`src/rtl/sprite_rom_arbiter_if.sv`:
```
`default_nettype none
// ============================================================================
//  Module      : sprite_rom_arbiter_if
//  Description : Requester bus and ROM port bundle for the sprite ROM arbiter.
//                The requester side (slice per requester) and the shared ROM
//                read port travel together.
//  Revision    : 1.0  initial release
// ============================================================================
interface sprite_rom_arbiter_if #(
    parameter int NUM_REQ = 4,
    parameter int ADDR_W  = 9,
    parameter int DATA_W  = 4
);
    logic                        blank;
    logic [NUM_REQ-1:0]          req;
    logic [NUM_REQ*ADDR_W-1:0]   req_addr;
    logic [NUM_REQ-1:0]          gnt;
    logic [NUM_REQ-1:0]          rvalid;
    logic [DATA_W-1:0]           rdata;
    logic [ADDR_W-1:0]           rom_addr;
    logic [DATA_W-1:0]           rom_q;

    // Requesters plus the ROM itself: drive requests and ROM data, observe the rest.
    modport master (
        output blank, req, req_addr, rom_q,
        input  gnt, rvalid, rdata, rom_addr
    );

    // The arbiter.
    modport slave (
        input  blank, req, req_addr, rom_q,
        output gnt, rvalid, rdata, rom_addr
    );
endinterface
`default_nettype wire

```
`src/rtl/sprite_rom_arbiter.sv`:
```
`default_nettype none
// ============================================================================
//  Module      : sprite_rom_arbiter
//  Description : Shares one synchronous sprite ROM read port among NUM_REQ
//                requesters. Round-robin grant, one per cycle; requester 0
//                (live pixel path) wins outright while blank=1. Returned data
//                is tagged back to the winner via a {valid,id} pipeline.
//  Revision    : 1.0  initial release
// ============================================================================
module sprite_rom_arbiter #(
    parameter int NUM_REQ = 4,
    parameter int ADDR_W  = 9,
    parameter int DATA_W  = 4,
    parameter int ROM_LAT = 1
) (
    input  wire                 vga_clk,
    input  wire                 reset,
    sprite_rom_arbiter_if.slave bus
);

    localparam int              ID_W    = (NUM_REQ > 1) ? $clog2(NUM_REQ) : 1;
    localparam int              SUM_W   = ID_W + 1;
    localparam logic [ID_W-1:0] LAST_ID = ID_W'(NUM_REQ - 1);

    logic [ID_W-1:0]  rr_ptr;
    logic             win_valid;
    logic             rr_grant;
    logic [ID_W-1:0]  win_id;
    logic [SUM_W-1:0] scan_sum;
    logic [ID_W-1:0]  scan_id;

    // Tag stages 0..ROM_LAT-1 track reads while the ROM is busy; the rvalid/rdata
    // register is the final stage, giving ROM_LAT+1 stages grant-to-rvalid.
    logic [ROM_LAT-1:0] tag_vld;
    logic [ID_W-1:0]    tag_id [ROM_LAT];

    // Pick the winner: requester 0 bypasses the rotation during active display,
    // otherwise scan from rr_ptr with wrap. Nothing is granted while in reset.
    always_comb begin
        win_valid = 1'b0;
        rr_grant  = 1'b0;
        win_id    = '0;
        scan_sum  = '0;
        scan_id   = '0;
        if (!reset) begin
            if (bus.blank && bus.req[0]) begin
                win_valid = 1'b1;
            end else begin
                for (int off = 0; off < NUM_REQ; off++) begin
                    scan_sum = {1'b0, rr_ptr} + SUM_W'(off);
                    if (scan_sum >= SUM_W'(NUM_REQ)) begin
                        scan_sum = scan_sum - SUM_W'(NUM_REQ);
                    end
                    scan_id = scan_sum[ID_W-1:0];
                    if (!win_valid && bus.req[scan_id]) begin
                        win_valid = 1'b1;
                        rr_grant  = 1'b1;
                        win_id    = scan_id;
                    end
                end
            end
        end
    end

    // One-hot grant and the winner's address straight to the ROM; zero when idle.
    always_comb begin
        bus.gnt      = '0;
        bus.rom_addr = '0;
        if (win_valid) begin
            bus.gnt[win_id] = 1'b1;
            bus.rom_addr    = bus.req_addr[int'(win_id)*ADDR_W +: ADDR_W];
        end
    end

    // Round-robin pointer moves past the winner only for rotation grants.
    always_ff @(posedge vga_clk or posedge reset) begin
        if (reset) begin
            rr_ptr <= '0;
        end else if (rr_grant) begin
            rr_ptr <= (win_id == LAST_ID) ? '0 : win_id + 1'b1;
        end
    end

    // Tag shift register follows each read through the ROM latency.
    always_ff @(posedge vga_clk or posedge reset) begin
        if (reset) begin
            tag_vld <= '0;
            for (int s = 0; s < ROM_LAT; s++) begin
                tag_id[s] <= '0;
            end
        end else begin
            tag_vld[0] <= win_valid;
            tag_id[0]  <= win_id;
            for (int s = 1; s < ROM_LAT; s++) begin
                tag_vld[s] <= tag_vld[s-1];
                tag_id[s]  <= tag_id[s-1];
            end
        end
    end

    // Capture ROM data for the tag arriving now; rdata holds between reads.
    always_ff @(posedge vga_clk or posedge reset) begin
        if (reset) begin
            bus.rvalid <= '0;
            bus.rdata  <= '0;
        end else if (tag_vld[ROM_LAT-1]) begin
            bus.rvalid <= NUM_REQ'(1) << tag_id[ROM_LAT-1];
            bus.rdata  <= bus.rom_q;
        end else begin
            bus.rvalid <= '0;
        end
    end

endmodule
`default_nettype wire
```
`src/flat_wrapper.sv`:
```
// flat-port wrapper written by rule: the top's interface ports become plain ports
module sprite_rom_arbiter_flat 
#(
    parameter int NUM_REQ = 4,
    parameter int ADDR_W  = 9,
    parameter int DATA_W  = 4,
    parameter int ROM_LAT = 1
)
  (vga_clk, reset, bus_blank, bus_req, bus_req_addr, bus_rom_q, bus_gnt, bus_rvalid, bus_rdata, bus_rom_addr);
  sprite_rom_arbiter_if #(.NUM_REQ(NUM_REQ), .ADDR_W(ADDR_W), .DATA_W(DATA_W)) bus_i ();
  input  wire vga_clk;
  input  wire reset;
  input wire logic [$bits(bus_i.blank)-1:0] bus_blank;
  input wire logic [$bits(bus_i.req)-1:0] bus_req;
  input wire logic [$bits(bus_i.req_addr)-1:0] bus_req_addr;
  input wire logic [$bits(bus_i.rom_q)-1:0] bus_rom_q;
  output wire logic [$bits(bus_i.gnt)-1:0] bus_gnt;
  output wire logic [$bits(bus_i.rvalid)-1:0] bus_rvalid;
  output wire logic [$bits(bus_i.rdata)-1:0] bus_rdata;
  output wire logic [$bits(bus_i.rom_addr)-1:0] bus_rom_addr;
  assign bus_i.blank = bus_blank;
  assign bus_i.req = bus_req;
  assign bus_i.req_addr = bus_req_addr;
  assign bus_i.rom_q = bus_rom_q;
  assign bus_gnt = bus_i.gnt;
  assign bus_rvalid = bus_i.rvalid;
  assign bus_rdata = bus_i.rdata;
  assign bus_rom_addr = bus_i.rom_addr;
  sprite_rom_arbiter #(.NUM_REQ(NUM_REQ), .ADDR_W(ADDR_W), .DATA_W(DATA_W), .ROM_LAT(ROM_LAT)) u_core (.vga_clk(vga_clk), .reset(reset), .bus(bus_i));
endmodule
```
`config.mk`:
```
export PLATFORM = sky130hd
export DESIGN_NAME = sprite_rom_arbiter_flat
export DESIGN_NICKNAME = d
export VERILOG_FILES = /design/src/rtl/sprite_rom_arbiter_if.sv /design/src/rtl/sprite_rom_arbiter.sv /design/src/flat_wrapper.sv
export SDC_FILE = /design/constraint.sdc
export NUM_CORES = 1
export LEC_CHECK = 0
export ABC_AREA = 1
export BUFFER_PORTS_ARGS = -buffer_cell sky130_fd_sc_hd__buf_4
export CAP_MARGIN = 25
export CORE_UTILIZATION = 45
export CTS_BUF_LIST = sky130_fd_sc_hd__clkbuf_16
export DETAILED_ROUTE_END_ITERATION = 12
export GPL_TIMING_DRIVEN = 0
export PLACE_DENSITY = 0.89
export SLEW_MARGIN = 20
export SYNTH_ARGS = -nofsm -noshare
export SYNTH_HDL_FRONTEND = slang
export SYNTH_SLANG_ARGS = --single-unit
```
`constraint.sdc`:
```
create_clock -name vga_clk -period 5.7 [get_ports vga_clk]
set_input_delay 0.57 -clock vga_clk [delete_from_list [all_inputs] [get_ports vga_clk]]
set_output_delay 0.57 -clock vga_clk [all_outputs]
set_load 0.02 [all_outputs]
```
Yosys cells after proc, flatten, opt, wreduce, memory -nomap -nowiden. Index checks and enable logic that the tools add are counted. Widths: inputs -> output; s select.

Register bits: 13. Input port bits: 47. Output and inout port bits: 21. Word-level logic and storage cells: 84.

Add/subtract/negate cells: 8. $mul: 1. Magnitude comparators: 10. Eq/ne operators: 1. Shift-type cells: 2. Multiplexer cells: 49. Reduce and logical (&&, ||, !) cells: 8.

Operators by type and width (number): $mux 2 (19); $shiftx 36x32->9 (1); $mux 1 (22); $lt 2x3->1 const B (5); $ge 3x3->1 const B (3); $mux 9 (1); $bmux 1 s2 (4); $mux 4 (2); $sub 2x1->2 const B (4); $add 2x2->3 const B (2); $mul 2x4->6 const B (1); $logic_and 1x1->1 (5); $shl 1x2->4 const A (1); $add 2x1->3 const B (1); $ge 2x3->1 const B (1); $logic_not 1->1 (3); $add 2x1->2 const B (1); $demux 1 s2 (1); $eq 2x2->1 const B (1); $ge 2x1->1 const B (1).

Logic depth before layout (Yosys ltp). Gate-level depths: netlist (run 1).

Word-level depth: 29. Gate-level depth with buffers: 17. Depth with buffers taken out: 14.

Least setup slack after synthesis (run 1). OpenSTA, ideal clock, no wires.

Kind: input port to output port. Start point: in bus_req[3]. End point: out bus_gnt[3]. Arrival time: 2.003 ns. Data required time: 5.130 ns. Setup slack: 3.127 ns. Cell stages on the path: 14. Path buffers: 2. Path through: inv_1 -> nand2_1 -> nand3_1 -> nand2_1 -> inv_1 -> nand3_1 -> nand2_4 -> nand2_4 -> buf_6 -> buf_12 -> inv_2 -> ha_1 -> inv_1 -> nor2_1.

Word-level cells in the longest chain between the ends: 25. Elaborated cells between the ends (all ways): 38. Classes of those cells: 2 x order compare; 29 x mux; 7 x reduce/logical.

RTL lines: from (decl) (RTL line flat_wrapper.sv:14) `input wire logic [$bits(bus_i.req)-1:0] bus_req;`; $bmux 1 s2 (RTL line sprite_rom_arbiter.sv:55) `if (!win_valid && bus.req[scan_id]) begin`; $mux 1 (not written as such) (RTL line sprite_rom_arbiter.sv:55); $mux 1 (RTL line sprite_rom_arbiter.sv:55); $mux 1 (RTL line sprite_rom_arbiter.sv:46) `if (bus.blank && bus.req[0]) begin`; $mux 1 (RTL line sprite_rom_arbiter.sv:45) `if (!reset) begin`; $logic_not 1->1 (RTL line sprite_rom_arbiter.sv:55); $logic_and 1x1->1 (RTL line sprite_rom_arbiter.sv:55); $mux 1 (RTL line sprite_rom_arbiter.sv:55); [... 10 more ...]; $mux 2 (*) (RTL line sprite_rom_arbiter.sv:46); $mux 2 (*) (RTL line sprite_rom_arbiter.sv:45); named net u_core.win_id[0] (RTL line sprite_rom_arbiter.sv:28) `logic [ID_W-1:0] win_id;`; $lt 2x3->1 (not written as such) or $ge 2x1->1 (tied branches) (RTL line sprite_rom_arbiter.sv:70) `bus.gnt[win_id] = 1'b1;`; $logic_and 1x1->1 (not written as such) (RTL line sprite_rom_arbiter.sv:70); $mux 1 (not written as such) (RTL line sprite_rom_arbiter.sv:70); $demux 1 s2 (*); $mux 4 (*) (RTL line sprite_rom_arbiter.sv:69) `if (win_valid) begin`; to (decl) (RTL line flat_wrapper.sv:17) `output wire logic [$bits(bus_i.gnt)-1:0] bus_gnt;`.

The timed path passes the listed nets; every way through them passes the cells marked *. The select of a mux whose other input is x is not followed.

Final worst setup path (run 1).
Start point: reg u_core.rr_ptr[0]. End point: out bus_gnt[1].

Word-level cells in the longest chain between the ends: 29. Elaborated cells between the ends (all ways): 61. Classes of those cells: 7 x add/sub; 6 x order compare; 41 x mux; 7 x reduce/logical.

RTL lines: from (decl) (RTL line sprite_rom_arbiter.sv:25) `logic [ID_W-1:0] rr_ptr;`; from (signal assigned) (RTL line sprite_rom_arbiter.sv:80) `rr_ptr <= (win_id == LAST_ID) ? '0 : win_id + 1'b1;`; $ge 2x3->1 or $sub 2x1->2 (tied branches) (RTL line sprite_rom_arbiter.sv:51, sprite_rom_arbiter.sv:52); $mux 2 (RTL line sprite_rom_arbiter.sv:51) `if (scan_sum >= SUM_W'(NUM_REQ)) begin`; $mux 2 (RTL line sprite_rom_arbiter.sv:46); $mux 2 (RTL line sprite_rom_arbiter.sv:45); $bmux 1 s2 (RTL line sprite_rom_arbiter.sv:55); $mux 1 (not written as such) (RTL line sprite_rom_arbiter.sv:55); $mux 1 (RTL line sprite_rom_arbiter.sv:55); $mux 1 (RTL line sprite_rom_arbiter.sv:46); [... 14 more ...]; $mux 2 (*) (RTL line sprite_rom_arbiter.sv:46); $mux 2 (*) (RTL line sprite_rom_arbiter.sv:45); named net u_core.win_id[0] (RTL line sprite_rom_arbiter.sv:28); $lt 2x3->1 (not written as such) or $ge 2x1->1 (tied branches) (RTL line sprite_rom_arbiter.sv:70); $logic_and 1x1->1 (not written as such) (RTL line sprite_rom_arbiter.sv:70); $mux 1 (not written as such) (RTL line sprite_rom_arbiter.sv:70); $demux 1 s2 (*); $mux 4 (*) (RTL line sprite_rom_arbiter.sv:69).

Marks and branches as above.

==> results of run 1 <==
-- Yosys cell counts (all sizes together) --
library cell,instances,area (µm²)
ha,4,50.05
o21ai,2,10.01
nand3,27,140.1
nor2,34,150.1
buf,6,60.06
clkinv,1,3.750
nor3,4,20.02
inv,31,121.4
a21oi,2,10.01
nand2,92,380.4
dfrtp,13,325.3
-- state kept, by name (all words and copies together) (netlist names) --
| register | flops |
|---|---|
| u_core.rr_ptr | 2 |
| u_core.bus.rvalid | 4 |
| u_core.tag_id | 2 |
| u_core.bus.rdata | 4 |
| u_core.tag_vld | 1 |
-- cell families (layout without fill, tap and decap cells) --
logic type      count (synthesis)  count (layout)  synth area share [%]
simple gates                  157             157                 54.33
buf+inv                        38             109                 14.57
flops                          13              13                 25.59
fa+ha+maj                       4               4                 3.937
compound gates                  4               4                 1.575
-- where the power goes --
part	switching, µW	internal, µW	total, µW
combinational	389	240	629
clock	38.5	92.4	131
sequential	20.4	124	145
total	448	457	905
-- area by class of cell --
cell class | instances | area [µm²]
Buffer | 6 | 60.06
Clock buffer | 3 | 75.07
Clock inverter | 1 | 3.754
Fill cell | 233 | 676.9
Inverter | 32 | 125.1
Multi-Input combinational cell | 165 | 760.7
Sequential cell | 13 | 325.3
Tap cell | 30 | 37.54
Timing Repair Buffer | 67 | 503.0
-- worst min-delay path by stage --
stage                startpoint                   end  slack [ns]  depth (start not counted)
2_1_floorplan  u_core.tag_id[1]  u_core.bus.rvalid[0]        0.43                          1
3_3_place_gp   u_core.tag_id[1]  u_core.bus.rvalid[0]        0.44                          1
3_5_place_dp   u_core.tag_id[1]  u_core.bus.rvalid[0]        0.46                          1
4_1_cts                   reset  u_core.bus.rvalid[3]        0.39                          2
5_1_grt                   reset  u_core.bus.rvalid[3]        0.43                          2
6_report                  reset      u_core.tag_id[0]        0.37                          2
-- per-stage QoR --
| stage | power [µW] | instance area, µm² | cells | util, % | hold slack, ns |
|---|---|---|---|---|---|
| 3_3_place_gp | 761.7 | 1812 | 313 | 70.57 | 0.4440 |
| 4_1_cts | 907.9 | 1891 | 317 | 73.64 | 0.3899 |
| 5_1_grt | 996.3 | 1891 | 317 | 73.64 | 0.4296 |
| 2_1_floorplan | 591.5 | 1271 | 216 | - | 0.4323 |
| 6_report | 904.7 | 1891 | 317 | 73.64 | 0.3673 |
| 3_5_place_dp | 773.5 | 1812 | 313 | 70.57 | 0.4593 |
-- layer usage --
layer / track usage (%) / part of all wire (%) / vias to the layer above
li1: - / - / 792
met4: 12.50 / 1.9 / 0
met5: 0 / 0 / -
met3: 3.552 / 6.9 / 7
met1: 29.62 / 43 / 665
met2: 41.97 / 48 / 58
==> run_results.csv, run 1 <==
group,metric,value,unit
setup_path,r2r_end,"u_core.rr_ptr[1]",
die,dieArea,3042,µm²
timing,finalClockSkew,0.0008336,ns
setup_path,slowest_stage,"dfrtp_1",
worst_hold_path,holdCritPathClass,"primary input to async pin",
global_routing,grt_max_degree,15,
global_routing,grt-ovfl-total,0,
place,port_buffers,67,
yosys,syn_area_per_cell,5.885,µm²
yosys,syn_inst,216,
timing,fin_tns_setup,0,ns
die,coreArea,2567,µm²
clock_network,cts_made_buffers,3,
clock_network,clock_path_buffers,2,
layout,fin_nets,339,
clock_network,cts.repair.resized,0,
setup_path,rr_startpoint,"u_core.rr_ptr[0]",
setup_path,start_kind,"flip-flop",
power,power_leakage,0.001163,µW
yosys,synthesis.nets,267,
detailed_routing,post_drt_via_cell_ratio,4.801,
clock_network,clk_pin_slew_worst_paths,0.04,ns
die,start_util,49.51,%
setup_path,crit_cells,17,
global_routing,grt_antenna_before_repair,0,
timing,finalCritPeriodShare,51.35,%
power,power.density,478.5,nW/µm²
clock_network,clock_latency,0.24,ns
place,gp_congestion,0.8044,
yosys,syn-cell-area,1271,µm²
timing,final_hold_viol_count,0,
clock_network,cts_tree,"done",
detailed_routing,vias,1522,
setup_path,endpoint,"bus_gnt[1]",
global_routing,grt_pass1_wl,5395,µm
detailed_routing,ant_nets,0,
setup_path,r2r_slack,3.49,ns
yosys,seq_area_frac_synth,25.59,%
setup_path,path_buf_inv,8,
run_status,outcome,"finished, final reports clean",
timing,fmax,341.7,MHz
setup_path,critPathCaptureType,"output pin",
global_routing,grt_pass1_vias,1313,
timing,maxSlewViolCount,0,
setup_path,cp_slowest_stage_delay,0.36,ns
clock_network,clock-root-buffer,"clkbuf_16",
timing,post-route-min-period,2.927,ns
timing,rsz0062_at_grt,"no",
layout,final_common_cell,"nand2_1",
timing,worst_slew_pin_slew,0.5075,ns
die,dieWidth,55.15,µm
power,vdd_drop_max,391.0,µV
detailed_routing,dr.pass1.iters,4,
global_routing,grtUsageTotal,24.56,%
layout,area_growth_syn_to_layout,48.72,%
setup_path,cp.required,5.13,ns
setup_path,cp_top_family,"buffers and inverters",
detailed_routing,dr.first_iter.drc_count,23,
die,pin_count,68,
place,dp_hpwl,2506,µm
setup_path,worstSetupStartpoint,"u_core.rr_ptr[0]",
timing,setup_viol,0,
yosys,synth_cell_types,20,
run,drv_cap,0,
setup_path,arrival,2.36,ns
layout,final_cell_mix,"84 x nand2_1, 68 x buf_4, 27 x inv_1",
layout,n_antenna_cell,0,
place,dpl_worst_slack,2.855,ns
setup_path,crit_path_max_fanout,11,
yosys,ys_seq_elements,13,
setup_path,ff2ff_path_depth,16,
detailed_routing,drt-wirelength-per-cell,10.18,µm
clock_network,post_cts_buffers,0,
yosys,yosys_warnings,0,
die,die_h,55.15,µm
setup_path,critical_path_class,"flip-flop to output pin",
timing,slew_headroom,66.13,%
detailed_routing,drcViolationCount,0,
clock_network,cts_sinks,13,
layout,drive_above_1_share,34.49,%
clock_network,cts_hold_buf,0,
die,rows,18,
clock_network,htreeDepth,1,
detailed_routing,drt_wl_total,3228,µm
timing,layout_setup_ws,2.773,ns
setup_path,crit_chain,"buf_6, inv_6, nand2_1, nand3_1, nand2_1, nor2_2, nand3_2, nand2_2, inv_2, nand2_4, buf_6, buf_12, inv_2, ha_1, inv_1, nor2_1, buf_4",
Power figures use the tool's default switching activity.
==> run 2: changes to the inputs <==
--- a/config.mk
+++ b/config.mk
@@ -8,11 +8,11 @@
 export ABC_AREA = 1
 export BUFFER_PORTS_ARGS = -buffer_cell sky130_fd_sc_hd__buf_4
 export CAP_MARGIN = 25
-export CORE_UTILIZATION = 45
+export CORE_UTILIZATION = 41
 export CTS_BUF_LIST = sky130_fd_sc_hd__clkbuf_16
 export DETAILED_ROUTE_END_ITERATION = 12
 export GPL_TIMING_DRIVEN = 0
-export PLACE_DENSITY = 0.89
+export PLACE_DENSITY = 0.86
 export SLEW_MARGIN = 20
 export SYNTH_ARGS = -nofsm -noshare
 export SYNTH_HDL_FRONTEND = slang
==> constraint.sdc (replaced) <==
create_clock -name vga_clk -period 2.6 [get_ports vga_clk]
set_input_delay 0.26 -clock vga_clk [delete_from_list [all_inputs] [get_ports vga_clk]]
set_output_delay 0.26 -clock vga_clk [all_outputs]
set_load 0.02 [all_outputs]
==> run_results.csv, run 2 (synthesis results as in run 1) <==
group,metric,value,unit
clock_network,clock_path_buffers,2,
detailed_routing,drcViolationCount,4,
setup_path,crit_path_max_fanout,12,
global_routing,grt_pass1_wl,5506,µm
layout,reg_top3,"u_core.bus.rdata x4, u_core.bus.rvalid x4",
die,rows,19,
setup_path,rr_startpoint,"u_core.rr_ptr[0]",
timing,finalClockSkew,0.001760,ns
global_routing,grt_max_degree,15,
layout,final_common_cell,"nand2_1",
detailed_routing,dr.pass1.iters,8,
timing,setup_viol,0,
clock_network,clk_pin_slew_worst_paths,0.04,ns
layout,final_cell_mix,"82 x nand2_1, 69 x buf_4, 27 x inv_1",
clock_network,cts_sinks,13,
detailed_routing,drt-wirelength-per-cell,9.919,µm
timing,post-route-min-period,2.467,ns
power,power_leakage,0.001188,µW
place,gp_congestion,0.8285,
layout,final_core_util,68.16,%
die,pin_count,68,
detailed_routing,drt_wl_total,3174,µm
place,dp_hpwl,2522,µm
setup_path,critical_path_class,"flip-flop to output pin",
global_routing,grt_antenna_before_repair,0,
detailed_routing,ant_nets,0,
setup_path,r2r_slack,0.59,ns
die,dieArea,3327,µm²
global_routing,grtUsageTotal,20.60,%
run_status,violations,"design-rule violations",
setup_path,critPathCaptureType,"output pin",
power,vdd_drop_max,530.7,µV
timing,final_hold_viol_count,0,
layout,drive_above_1_share,35.99,%
detailed_routing,vias,1512,
layout,area_growth_syn_to_layout,52.95,%
setup_path,r2r_end,"u_core.rr_ptr[1]",
clock_network,clock_latency,0.24,ns
timing,slew_headroom,66.80,%
timing,maxSlewViolCount,0,
timing,hold_ws,0.05554,ns
clock_network,cts_made_buffers,3,
clock_network,clock-root-buffer,"clkbuf_16",
setup_path,arrival,2.21,ns
timing,rsz0062_at_grt,"yes",
die,dieWidth,57.68,µm
clock_network,cts_tree,"done",
timing,worst_slew_pin_slew,0.4975,ns
setup_path,cp.required,2.34,ns
clock_network,htreeDepth,1,
place,port_buffers,67,
die,start_util,44.56,%
timing,fmax,405.4,MHz
power,power.density,1065,nW/µm²
worst_hold_path,holdCritPathClass,"primary input to async pin",
layout,n_antenna_cell,0,
run_status,outcome,"complete, but fails checks",
run,drv_cap,0,
die,coreArea,2853,µm²
layout,fin_nets,341,
setup_path,start_kind,"flip-flop",
global_routing,grt-ovfl-total,0,
setup_path,ff2ff_path_depth,15,
layout,fillCellCount,267,
global_routing,grt_pass1_vias,1435,
die,die_h,57.68,µm
timing,finalCritPeriodShare,94.88,%
detailed_routing,dr.first_iter.drc_count,53,
detailed_routing,post_drt_via_cell_ratio,4.725,
[run 2: critical path, cell delays in order (launching register included)]
cell and delay (ns):
dfrtp_1 0.36, buf_6 0.14, inv_6 0.09, nand2_2 0.06, nand3_1 0.09, nand2_2 0.09
nor2_4 0.14, buf_4 0.12, nand2_1 0.04, nand3_1 0.07, nand2_1 0.07, inv_2 0.19
ha_1 0.18, inv_1 0.04, nor2_1 0.12, buf_4 0.16
[run 2: worst max path at each step]
stage	start	end	depth (start not counted)
3_5_place_dp	u_core.rr_ptr[0]	bus_gnt[1]	17
2_1_floorplan	u_core.rr_ptr[0]	bus_gnt[3]	15
3_3_place_gp	u_core.rr_ptr[0]	bus_gnt[3]	17
5_1_grt	u_core.rr_ptr[0]	bus_gnt[2]	15
4_1_cts	u_core.rr_ptr[0]	bus_gnt[1]	17
6_report	u_core.rr_ptr[0]	bus_gnt[2]	15
[run 2: metrics by stage]
step	std cells	setup TNS (ns)	worst slack (ns)	area [µm²]	power (µW)
finish	320	0	0.1331	1944	2071
global route	320	-0.1087	-0.05176	1944	2262
CTS	320	0	0.002582	1907	2029
detailed placement	314	0	0.2415	1813	1696
global placement	314	0	0.2642	1813	1669
floorplan	216	0	0.4046	1271	1297
[run 2: area by class of cell]
class	count	area [µm²]	area share, %
clock inverter	1	3.754	0.1931
buffer	5	57.56	2.960
inverter	32	125.1	6.435
sequential	13	325.3	16.73
clock buffer	3	75.07	3.861
timing repair buffer	70	543.0	27.93
multi-input combinational	165	775.7	39.90
tap	31	38.79	1.995
[run 2: what timing repair did]
| action | 4_1_cts | 5_1_grt |
|---|---|---|
| gates resized for setup | 0 | 9 |
| pin swaps | 2 | 1 |
| hold buffers | 0 | 0 |
| setup endpoints to repair | 2 | 12 |
| buffers inserted | 2 | 0 |
| cloned | 0 | 1 |
[run 2: per-layer routing]
layer	vias up	share of wire [%]	global-route usage (%)
li1	800	-	-
met1	660	41	23.27
met2	48	52	39.53
met3	4	6.4	2.679
met4	0	0.79	7.143
met5	-	0	0
[run 2: power breakdown]
group / internal (µW) / switching, µW
clock: 202 / 80.2
combinational: 596 / 878
sequential: 272 / 42.7
